==> config.mk <==
export PLATFORM = sky130hd
export DESIGN_NAME = fp_exp_align_pipe
export DESIGN_NICKNAME = d
export VERILOG_FILES = /design/src/rtl/fp_exp_align_pipe.sv
export SDC_FILE = /design/constraint.sdc
export NUM_CORES = 1
export LEC_CHECK = 0
export ABC_CLOCK_PERIOD_IN_PS = 5900
export CAP_MARGIN = 0
export CORE_MARGIN = 2
export CORE_UTILIZATION = 35
export DETAILED_ROUTE_END_ITERATION = 10
export GPL_TIMING_DRIVEN = 0
export PLACE_DENSITY = 0.6
export SLEW_MARGIN = 20
export SYNTH_ARGS = -nofsm -noshare
export SYNTH_HDL_FRONTEND = slang
export SYNTH_SLANG_ARGS = --single-unit
==> constraint.sdc <==
create_clock -name clk -period 5.9 [get_ports clk]
set_input_delay 1.77 -clock clk [delete_from_list [all_inputs] [get_ports clk]]
set_output_delay 1.77 -clock clk [all_outputs]
set_load 0.05 [all_outputs]
==> src/rtl/fp_exp_align_pipe.sv <==
`default_nettype none
// ============================================================================
// Module  : fp_exp_align_pipe
// Brief   : FP adder front end - exponent compare, mantissa align with G/R/S,
//           two-stage valid/ready pipeline, saturation event counter.
// Revision: 1.0
// ============================================================================
module fp_exp_align_pipe #(
  parameter int EXP_W   = 8,
  parameter int MAN_W   = 24,
  parameter int SHAMT_W = 5,
  parameter int CNT_W   = 16
) (
  input  logic                 clk,
  input  logic                 rst,
  input  logic                 in_valid,
  output logic                 in_ready,
  input  logic [EXP_W-1:0]     exp_a,
  input  logic [MAN_W-1:0]     man_a,
  input  logic [EXP_W-1:0]     exp_b,
  input  logic [MAN_W-1:0]     man_b,
  output logic                 out_valid,
  input  logic                 out_ready,
  output logic                 swap,
  output logic [EXP_W-1:0]     exp_big,
  output logic [MAN_W-1:0]     man_big,
  output logic [MAN_W+2:0]     man_small,
  output logic [SHAMT_W-1:0]   shamt,
  output logic [CNT_W-1:0]     sat_cnt
);

  localparam int                 c_ext_w     = MAN_W + 3;
  localparam int                 c_sat_max   = (1 << SHAMT_W) - 1;
  localparam logic [EXP_W-1:0]   c_sat_max_e = EXP_W'(c_sat_max);
  localparam logic [SHAMT_W-1:0] c_sat_max_s = SHAMT_W'(c_sat_max);

  // Stage 1 registers: compare result plus the still-unshifted small mantissa
  logic               s1_valid_q,     s1_valid_d;
  logic               s1_swap_q,      s1_swap_d;
  logic [EXP_W-1:0]   s1_exp_big_q,   s1_exp_big_d;
  logic [MAN_W-1:0]   s1_man_big_q,   s1_man_big_d;
  logic [MAN_W-1:0]   s1_man_small_q, s1_man_small_d;
  logic [SHAMT_W-1:0] s1_shamt_q,     s1_shamt_d;

  // Stage 2 registers drive the outputs directly
  logic               out_valid_q,    out_valid_d;
  logic               swap_q,         swap_d;
  logic [EXP_W-1:0]   exp_big_q,      exp_big_d;
  logic [MAN_W-1:0]   man_big_q,      man_big_d;
  logic [c_ext_w-1:0] man_small_q,    man_small_d;
  logic [SHAMT_W-1:0] shamt_q,        shamt_d;
  logic [CNT_W-1:0]   sat_cnt_q,      sat_cnt_d;

  logic               w_s2_adv;
  logic               w_s1_adv;
  logic               w_accept;
  logic               w_swap;
  logic [EXP_W-1:0]   w_exp_small;
  logic [EXP_W-1:0]   w_exp_big;
  logic [EXP_W-1:0]   w_diff;
  logic               w_sat;
  logic [c_ext_w-1:0] w_ext;
  logic [c_ext_w-1:0] w_shifted;
  logic [c_ext_w-1:0] w_lost;
  logic [c_ext_w-1:0] w_aligned;

  assign w_s2_adv = !out_valid_q || out_ready;
  assign w_s1_adv = !s1_valid_q || w_s2_adv;
  assign w_accept = in_valid && w_s1_adv;

  // Exponent compare; ties keep A as the big operand
  always_comb begin
    w_swap      = (exp_b > exp_a);
    w_exp_big   = w_swap ? exp_b : exp_a;
    w_exp_small = w_swap ? exp_a : exp_b;
    w_diff      = w_exp_big - w_exp_small;
    w_sat       = (w_diff > c_sat_max_e);
  end

  always_comb begin
    s1_valid_d     = s1_valid_q;
    s1_swap_d      = s1_swap_q;
    s1_exp_big_d   = s1_exp_big_q;
    s1_man_big_d   = s1_man_big_q;
    s1_man_small_d = s1_man_small_q;
    s1_shamt_d     = s1_shamt_q;
    if (w_s1_adv) begin
      s1_valid_d = in_valid;
    end
    if (w_accept) begin
      s1_swap_d      = w_swap;
      s1_exp_big_d   = w_exp_big;
      s1_man_big_d   = w_swap ? man_b : man_a;
      s1_man_small_d = w_swap ? man_a : man_b;
      s1_shamt_d     = w_sat ? c_sat_max_s : w_diff[SHAMT_W-1:0];
    end
  end

  // Alignment shift; everything shifted past bit 0 folds into the sticky bit
  always_comb begin
    w_ext     = {s1_man_small_q, 3'b000};
    w_shifted = w_ext >> s1_shamt_q;
    w_lost    = w_ext & ~({c_ext_w{1'b1}} << s1_shamt_q);
    if (32'(s1_shamt_q) >= c_ext_w) begin
      w_aligned = {{(c_ext_w-1){1'b0}}, |s1_man_small_q};
    end else begin
      w_aligned = {w_shifted[c_ext_w-1:1], w_shifted[0] | (|w_lost)};
    end
  end

  always_comb begin
    out_valid_d = out_valid_q;
    swap_d      = swap_q;
    exp_big_d   = exp_big_q;
    man_big_d   = man_big_q;
    man_small_d = man_small_q;
    shamt_d     = shamt_q;
    if (w_s2_adv) begin
      out_valid_d = s1_valid_q;
    end
    if (w_s2_adv && s1_valid_q) begin
      swap_d      = s1_swap_q;
      exp_big_d   = s1_exp_big_q;
      man_big_d   = s1_man_big_q;
      man_small_d = w_aligned;
      shamt_d     = s1_shamt_q;
    end
  end

  always_comb begin
    sat_cnt_d = sat_cnt_q;
    if (w_accept && w_sat && (sat_cnt_q != {CNT_W{1'b1}})) begin
      sat_cnt_d = sat_cnt_q + 1'b1;
    end
  end

  always_ff @(posedge clk) begin
    if (rst) begin
      s1_valid_q     <= 1'b0;
      s1_swap_q      <= 1'b0;
      s1_exp_big_q   <= '0;
      s1_man_big_q   <= '0;
      s1_man_small_q <= '0;
      s1_shamt_q     <= '0;
      out_valid_q    <= 1'b0;
      swap_q         <= 1'b0;
      exp_big_q      <= '0;
      man_big_q      <= '0;
      man_small_q    <= '0;
      shamt_q        <= '0;
      sat_cnt_q      <= '0;
    end else begin
      s1_valid_q     <= s1_valid_d;
      s1_swap_q      <= s1_swap_d;
      s1_exp_big_q   <= s1_exp_big_d;
      s1_man_big_q   <= s1_man_big_d;
      s1_man_small_q <= s1_man_small_d;
      s1_shamt_q     <= s1_shamt_d;
      out_valid_q    <= out_valid_d;
      swap_q         <= swap_d;
      exp_big_q      <= exp_big_d;
      man_big_q      <= man_big_d;
      man_small_q    <= man_small_d;
      shamt_q        <= shamt_d;
      sat_cnt_q      <= sat_cnt_d;
    end
  end

  assign in_ready  = w_s1_adv;
  assign out_valid = out_valid_q;
  assign swap      = swap_q;
  assign exp_big   = exp_big_q;
  assign man_big   = man_big_q;
  assign man_small = man_small_q;
  assign shamt     = shamt_q;
  assign sat_cnt   = sat_cnt_q;

endmodule
`default_nettype wire

Yosys cells after proc, flatten, opt, wreduce, memory -nomap -nowiden
Cells that the tools add are included.

Shifts and indexed selects: 2. Add/subtract/negate cells: 2. Order comparisons: 3. Reduce and logical (&&, ||, !) cells: 10. Multiplexer cells: 6. Bitwise operators: 3. Equality and inequality tests: 1.

Operator list (count): 2-to-1 mux 24 bit (2); bitwise AND 27 bit (1); 2-to-1 mux 27 bit (1); NOT 27 bit (1); OR reduction 27 bit (1); << shifter 27 x 5 -> 27 bit (first input constant) (1); >> shifter 27 x 5 -> 27 bit (1); OR reduction 24 bit (1); adder 16 x 1 -> 16 bit (second input constant) (1); 2-to-1 mux 8 bit (2); != test 16 bit (second input constant) (1); > comparator 8 x 5 -> 1 bit (second input constant) (1); > comparator 8 bit (1); subtractor 8 bit (1); >= comparator 5 bit (second input constant) (1); 2-to-1 mux 5 bit (1); logical AND 1 bit (4); logical NOT 1 bit (2); logical OR 1 bit (2); bitwise OR 1 bit (1).

Bits of input ports: 68. Output and inout port bits: 83. Register bits after elaboration: 145.

Logic depth before layout (Yosys ltp)
Gate-level depths: netlist of run 1.

Word-level depth: 6. Mapped depth: 18. Depth with buffers taken out: 14.

Worst setup path after synthesis of run 1
Ideal clock, no wire load.

Path kind: input-to-reg. From: input port exp_a[4]. To: register sat_cnt_q[0] (netlist: sat_cnt[0]). Data arrival time: 4.979 ns. Setup time: 0.123 ns. Slack: 0.797 ns. Required time: 5.777 ns. Stages on the path: 16. Cells stage by stage: inv_1 -> ha_1 -> nand4_1 -> or3_4 -> o21ai_4 -> buf_4 -> clkbuf_1 -> mux2i_1 -> ha_1 -> o21ai_0 -> o211a_1 -> xnor2_1 -> nor2_2 -> buf_6 -> nor3_2 -> mux2_1.

Word-level cells in the longest chain between the ends: 6. Elaborated cells between the ends (all ways): 7. Classes of those cells: add/sub (1); order compare (2); mux (2); reduce/logical (2).

Ends and longest elaborated chain: from (decl) (line 18) `input logic [EXP_W-1:0] exp_a,`; > comparator 8 bit (line 73) `w_swap = (exp_b > exp_a);`; 2-to-1 mux 8 bit, on equally long branches (line 74, 75); subtractor 8 bit * (line 76) `w_diff = w_exp_big - w_exp_small;`; > comparator 8 x 5 -> 1 bit * (line 77) `w_sat = (w_diff > c_sat_max_e);`; logical AND 1 bit * (2 in a row) (line 132) `if (w_accept && w_sat && (sat_cnt_q != {CNT_W{1'b1}})) begin`; to (signal assigned) (line 165) `sat_cnt_q <= sat_cnt_d;`; to (decl) (line 52) `logic [CNT_W-1:0] sat_cnt_q, sat_cnt_d;`.

Mark *: on every way between the ends. The rest lies on a longest branch, timed or not. A chain may end at the register's enable or synchronous reset.

Worst setup path after layout of run 1
From: input port exp_a[6]. To: register sat_cnt_q[3] (netlist: sat_cnt[3]).

Same word-level chain as after synthesis.

==> results of run 1 <==
[per-stage QoR]
step	power [uW]	worst slack (ps)
floorplan	1550	797
detailed placement	1800	-312
finish	2800	629
global route	2920	276
global placement	1800	-338
CTS	2810	113
[logic make-up after synthesis]
| group | count (synthesis) | share of synthesized area [%] |
|---|---|---|
| buffers and inverters | 95 | 4.83 |
| xor gates and xnor gates | 5 | 0.565 |
| adders and majority gates | 11 | 1.74 |
| and+or+nand+nor | 365 | 20.6 |
| AOI/OAI and AO/OA | 246 | 20.8 |
| muxes | 104 | 14.0 |
| DFF | 145 | 37.5 |
[worst max path at each step]
stage | from | endpoint | slack (ps)
finish | exp_a[6] | sat_cnt[3]$_SDFFE_PP0P_ | 630
global route | exp_a[6] | sat_cnt[13]$_SDFFE_PP0P_ | 280
CTS | exp_a[6] | sat_cnt[0]$_SDFFE_PP0P_ | 110
detailed placement | exp_a[6] | sat_cnt[0]$_SDFFE_PP0P_ | -310
global placement | exp_a[5] | sat_cnt[0]$_SDFFE_PP0P_ | -340
floorplan | exp_a[4] | sat_cnt[0]$_SDFFE_PP0P_ | 800
[routing by layer]
layer	part of all wire, %	vias to the layer above
met5	0	-
met4	1.6	0
met3	5.0	29
met2	44	240
met1	49	3657
li1	-	3819
[what timing repair did]
item                       4_1_cts  5_1_grt
setup endpoints to repair        0       20
resized for setup                0        0
buffers inserted                 0        0
[critical path, cell delays in order]
cell	delay (ps)
clkdlybuf4s50_1	510
inv_1	80
ha_1	400
nand4_1	150
or3_4	420
o21ai_4	120
buf_4	340
mux2i_1	230
ha_1	170
o21ai_0	100
o211a_1	160
xnor2_1	150
nor2_2	370
buf_6	210
nor3_1	70
mux2_1	330
[cell type report]
type / instances / area, um^2
fillers: 2220 / 11600
repair buffers: 150 / 1500
flip-flops and latches: 145 / 2900
clock inverters: 10 / 78.8
clock buffers: 22 / 464
inverters: 17 / 63.8
plain buffers: 77 / 307
well taps: 280 / 350
multi-input cells: 731 / 4470
[state kept, by name (all words and copies together), names as in the netlist, 5 cells and up]
| register | cells |
|---|---|
| sat_cnt | 16 |
| man_small | 27 |
| shamt | 5 |
| s1_shamt_q | 5 |
| s1_exp_big_q | 8 |
| s1_man_big_q | 24 |
| s1_man_small_q | 24 |
| man_big | 24 |
| exp_big | 8 |
[synth_stat cells (2+ instances only)]
cell type,count,area (um^2)
dfxtp_1,145,2900
nand2_1,135,507
nor2_1,134,503
mux2i_1,88,881
a21oi_1,82,410
a211oi_1,66,495
clkbuf_1,57,214
o21ai_0,30,150
nor3_1,20,100
inv_1,17,63.8
buf_1,16,60.1
nor2b_1,14,87.6
nand3_1,13,65.1
a22oi_1,12,90.1
mux2_2,11,124
nand2b_1,11,68.8
ha_1,10,125
and3_1,8,50.1
a221oi_1,7,61.3
a311oi_1,6,52.6
o31ai_1,6,45.0
or4_1,5,37.5
and2_1,4,25.0
nand4_1,4,25.0
nor4_1,4,25.0
o221ai_1,4,35.0
o22ai_1,4,25.0
o41ai_1,4,35.0
or3_1,4,25.0
a31oi_1,3,18.8
mux2_1,3,33.8
o211ai_1,3,22.5
xnor2_1,3,26.3
a221o_1,2,20.0
a2bb2oi_1,2,17.5
buf_2,2,10.0
buf_4,2,15.0
mux4_2,2,45.0
o2111ai_1,2,17.5
o21bai_1,2,15.0
o311ai_0,2,17.5
or4b_1,2,20.0
xor2_1,2,17.5
[power groups by stage]
stage	sequential [uW]	combinational, uW	clock (uW)
floorplan	1170	386	0
global placement	1110	685	0
detailed placement	1110	688	0
CTS	1090	690	1020
global route	1100	750	1070
finish	1090	693	1010
==> impl_metrics.csv, run 1 <==
group,metric,value,unit
clocking,numCtsBuffers,17,
critical_path,r2r-start,"s1_shamt_q[1]$_SDFFE_PP0P_",
die,die_area,23300,um^2
layout,area_growth,30.9,%
min_path,hold_end,"man_small[15]$_SDFFE_PP0P_",
critical_path,arrival,5580,ps
clocking,tritoncts,"done",
sta,period_share,89.3,%
placement,place_area,9600,um^2
placement,numPortBuffers,150,
min_path,hold_path.class,"flop to flop",
clocking,clock-root-buffer,"clkbuf_16",
logic_synthesis,ys_ff_latch,145,
grt,grt_use_met2,33.7,%
logic_synthesis,ys_warn_count,0,
logic_synthesis,synth_edf_count,0,
layout,layout_commonest_cell,"clkdlybuf4s50_1",
grt,grt_overflow_total,0,
die,ios,151,
grt,grt_pass1_wl,40.6,mm
sta,clock_skew,16.1,ps
logic_synthesis,synth_nets,1049,
grt,use_met1,31.2,%
clocking,clockBufferDepth,2,
pwr,clockPowerShare,36.2,%
routing,routed_via_density,5.41,
sta,finalMaxSlewViolations,0,
pwr,power.leakage,0.00382,uW
logic_synthesis,synth.distinct_cells,61,
grt,grt_util_all_layers,21.8,%
clocking,htreeDepth,4,
sta,hold_viol,0,
routing,drc_errors,0,
clocking,hold_buffers,0,
pwr,powerDensity,276,nW/um^2
logic_synthesis,seq_area_frac_synth,37.5,%
logic_synthesis,avgSynthCellArea,7.98,um^2
critical_path,cp_max_fo,19,
critical_path,cp-start-kind,"input port",
sta,grt_setup_unrepaired,"false",
min_path,min_path_cells,2,
logic_synthesis,async_reset_ff_share,0,%
pwr,p_switching,931,uW
placement,hpwl,19.3,mm
routing,drt-initial-drc-count,480,
grt,use_met3,3.44,%
grt,grt_max_degree,17,
pwr,ir_drop,147,uV
layout,final_cell_area,10100,um^2
routing,wl,25.6,mm
die,fp.dieH,153,um
pwr,swShare,33.3,%
layout,layout_common_cells,"clkdlybuf4s50_1 (150), dfxtp_1 (145), nand2_1 (135), nor2_1 (134), mux2i_1 (88)",
clocking,clk_pin_slew,60,ps
placement,gp_routability_congestion,0.975,
layout,instances_no_fill,1432,
logic_synthesis,synth_flop_cell,"dfxtp_1",
critical_path,critical_path_class,"input port to flop",
routing,dr.pass1.iters,4,
layout,fin_util,46.6,%
sta,fmax,190,MHz
clocking,cts_sinks,145,
die,dieWidth,153,um
die,fp.coreArea,21800,um^2
critical_path,r2r-end,"man_small[0]$_SDFFE_PP0P_",
grt,grt_pass1_vias,7306,
pwr,seq_power_share,39.0,%
min_path,hold_start,"man_small[15]$_SDFFE_PP0P_",
sta,final-setup-viol-count,0,
critical_path,cp-end-kind,"flop",
critical_path,crit_required,6210,ps
grt,antenna_found_initial,0,
clocking,insertion_delay,430,ps
die,fp-row-count,54,
sta,tns,0,ps
routing,ant_nets,0,
layout,antenna_cells,0,
grt,busiest_layer,"met2",
outcome,status,"completed",
sta,min_period,5270,ps
sta,maxSlewHeadroom,44.2,%
critical_path,r2r_slack,2640,ps
pwr,share_comb_of_total_power,24.8,%
job,cap_violations,0,
die,initial_core_util,35.6,%
routing,vias,7745,
logic_synthesis,synth_cells,971,
layout,drive_above_1_share,4.60,%
logic_synthesis,syn_area,7750,um^2
routing,wire_per_inst,17.9,um
layout,nNetsFinal,1217,
critical_path,r2r_cells,11,
sta,timing.hold.ws,451,ps
placement,dp_cells,1401,
pwr,intPower,1870,uW
sta,tightest_slew,837,ps
No activity file was read; power rests on OpenSTA's default activity.
==> inputs of run 2 (changes only) <==
ABC_CLOCK_PERIOD_IN_PS = 6600   (was 5900)
CORE_ASPECT_RATIO = 2   (was unset)
CORE_UTILIZATION = 50   (was 35)
PLACE_DENSITY = 0.8   (was 0.6)
clock period = 6.6 ns   (was 5.9 ns; I/O delays follow)
==> run 2 against run 1 <==
Clock skew down 4.3 ps. Count of clock-buffer cells in the layout down 4. Sequential power down 10%. Register-to-register slack better by 920 ps. Critical path type unchanged.
==> impl_metrics.csv, run 2 (synthesized netlist as in run 1, its figures left out) <==
group,metric,value,unit
grt,grt_pass1_wl,40.2,mm
layout,antenna_cells,0,
layout,multi_input_comb_area,4470,um^2
placement,numPortBuffers,150,
placement,gp_routability_congestion,1.04,
clocking,numCtsBuffers,17,
pwr,seq_power_share,38.8,%
pwr,powerDensity,250,nW/um^2
job,cap_violations,0,
pwr,power.leakage,0.00383,uW
die,fp.dieH,180,um
die,fp.coreArea,15200,um^2
layout,layout_commonest_cell,"clkdlybuf4s50_1",
die,initial_core_util,50.9,%
grt,grt_overflow_total,0,
critical_path,crit_required,6920,ps
sta,maxSlewHeadroom,23.8,%
layout,regArea,2900,um^2
pwr,swShare,33.7,%
sta,min_period,6030,ps
pwr,intPower,1670,uW
clocking,insertion_delay,430,ps
die,ios,151,
sta,fmax,166,MHz
outcome,status,"completed",
critical_path,crit_end,"sat_cnt[0]$_SDFFE_PP0P_",
critical_path,r2r-end,"man_small[0]$_SDFFE_PP0P_",
clocking,htreeDepth,4,
routing,ant_nets,0,
pwr,share_comb_of_total_power,24.7,%
layout,nNetsFinal,1218,
placement,place_area,9500,um^2
routing,dr.pass1.iters,5,
critical_path,arrival,6350,ps
critical_path,cp-start-kind,"input port",
routing,drc_errors,0,
placement,dp_cells,1319,
critical_path,r2r_slack,3560,ps
clocking,cts_sinks,145,
pwr,clockPowerShare,36.5,%
layout,area_growth,29.8,%
layout,final_cell_area,10100,um^2
layout,layout_common_cells,"clkdlybuf4s50_1 (150), dfxtp_1 (145), nand2_1 (135), nor2_1 (134), mux2i_1 (88)",
sta,period_share,91.4,%
layout,fillCellCount,1310,
clocking,hold_buffers,0,
clocking,post_cts_resize_count,0,
routing,wire_per_inst,18.6,um
pwr,p_switching,849,uW
die,fp-row-count,64,
sta,grt_setup_unrepaired,"false",
sta,final-setup-viol-count,0,
critical_path,critical_path_class,"input port to flop",
grt,grt_pass1_vias,7973,
critical_path,startpoint,"exp_a[6]",
critical_path,cp-end-kind,"flop",
sta,tns,0,ps
layout,largest_reg_flops,27,
clocking,cts_setup_buffers,0,
pwr,ir_drop,199,uV
critical_path,cp_max_fo,10,
clocking,tritoncts,"done",
critical_path,r2r-start,"s1_shamt_q[1]$_SDFFE_PP0P_",
grt,antenna_found_initial,0,
sta,finalMaxSlewViolations,0,
layout,instances_no_fill,1351,
routing,routed_via_density,5.90,
layout,drive_above_1_share,4.86,%
sta,clock_skew,11.8,ps
placement,hpwl,19.2,mm
routing,drt-initial-drc-count,424,
sta,hold_viol,0,
clocking,clk_pin_slew,70,ps
min_path,min_path_cells,2,
min_path,hold_path.class,"flop to flop",
critical_path,r2r_cells,11,
clocking,clock-root-buffer,"clkbuf_16",
grt,grt_util_all_layers,30.4,%
clocking,clockBufferDepth,2,
routing,vias,7971,
grt,grt_max_degree,17,
die,dieWidth,92.0,um
die,die_area,16600,um^2
sta,tightest_slew,1130,ps
routing,wl,25.1,mm
-- run 2: power groups by stage --
| stage | logic, uW | clock network [uW] | registers, uW |
|---|---|---|---|
| final | 621 | 920 | 976 |
| after CTS | 614 | 924 | 974 |
| after floorplan | 345 | 0 | 1040 |
| after global routing | 667 | 962 | 981 |
| after detailed placement | 611 | 0 | 993 |
| after global placement | 602 | 0 | 992 |
-- run 2: final cells by class --
type / count / area share, %
Buffer: 78 / 3.08
Tap cell: 198 / 2.46
Sequential cell: 145 / 28.9
Clock inverter: 14 / 1.22
Timing Repair Buffer: 150 / 14.9
Multi-Input combinational cell: 731 / 44.5
Inverter: 17 / 0.634
Clock buffer: 18 / 4.37
-- run 2: worst max-delay path, stage by stage --
cell             delay, ps
clkdlybuf4s50_1        510
inv_1                   70
ha_1                   390
nand4_1                180
or3_4                  440
o21ai_4                130
buf_4                  250
clkbuf_1               510
mux2i_1                260
ha_1                   200
o21ai_0                 90
o211a_1                140
xnor2_1                240
nor2_2                 150
buf_6                  170
nor3_2                 260
mux2_1                 350
-- run 2: worst min-delay path by stage --
stage,start,end
2_1_floorplan,s1_exp_big_q[0]$_SDFFE_PP0P_,exp_big[0]$_SDFFE_PP0P_
3_3_place_gp,man_small[15]$_SDFFE_PP0P_,man_small[15]$_SDFFE_PP0P_
3_5_place_dp,man_big[18]$_SDFFE_PP0P_,man_big[18]$_SDFFE_PP0P_
4_1_cts,man_big[0]$_SDFFE_PP0P_,man_big[0]$_SDFFE_PP0P_
5_1_grt,man_big[17]$_SDFFE_PP0P_,man_big[17]$_SDFFE_PP0P_
6_report,s1_exp_big_q[7]$_SDFFE_PP0P_,exp_big[7]$_SDFFE_PP0P_
-- run 2: routing by layer --
layer	share of wire (%)	GRT usage, %	routed length (um)	vias to the layer above
met5	0	0	0	-
met4	6.7	21.3	1680	0
met3	4.3	3.93	1070	106
met2	52	54.9	13200	312
met1	37	31.8	9180	3745
li1	-	-	-	3808
-- run 2: stage by stage --
step | hold slack, ps | utilization [%] | power, uW | setup WS [ps]
6_report | 455 | 66.1 | 2520 | 569
5_1_grt | 472 | 66.1 | 2610 | 306
4_1_cts | 459 | 66.1 | 2510 | 580
3_5_place_dp | 449 | 62.4 | 1600 | 182
3_3_place_gp | 445 | 62.4 | 1590 | 277
2_1_floorplan | 432 | - | 1390 | 1290
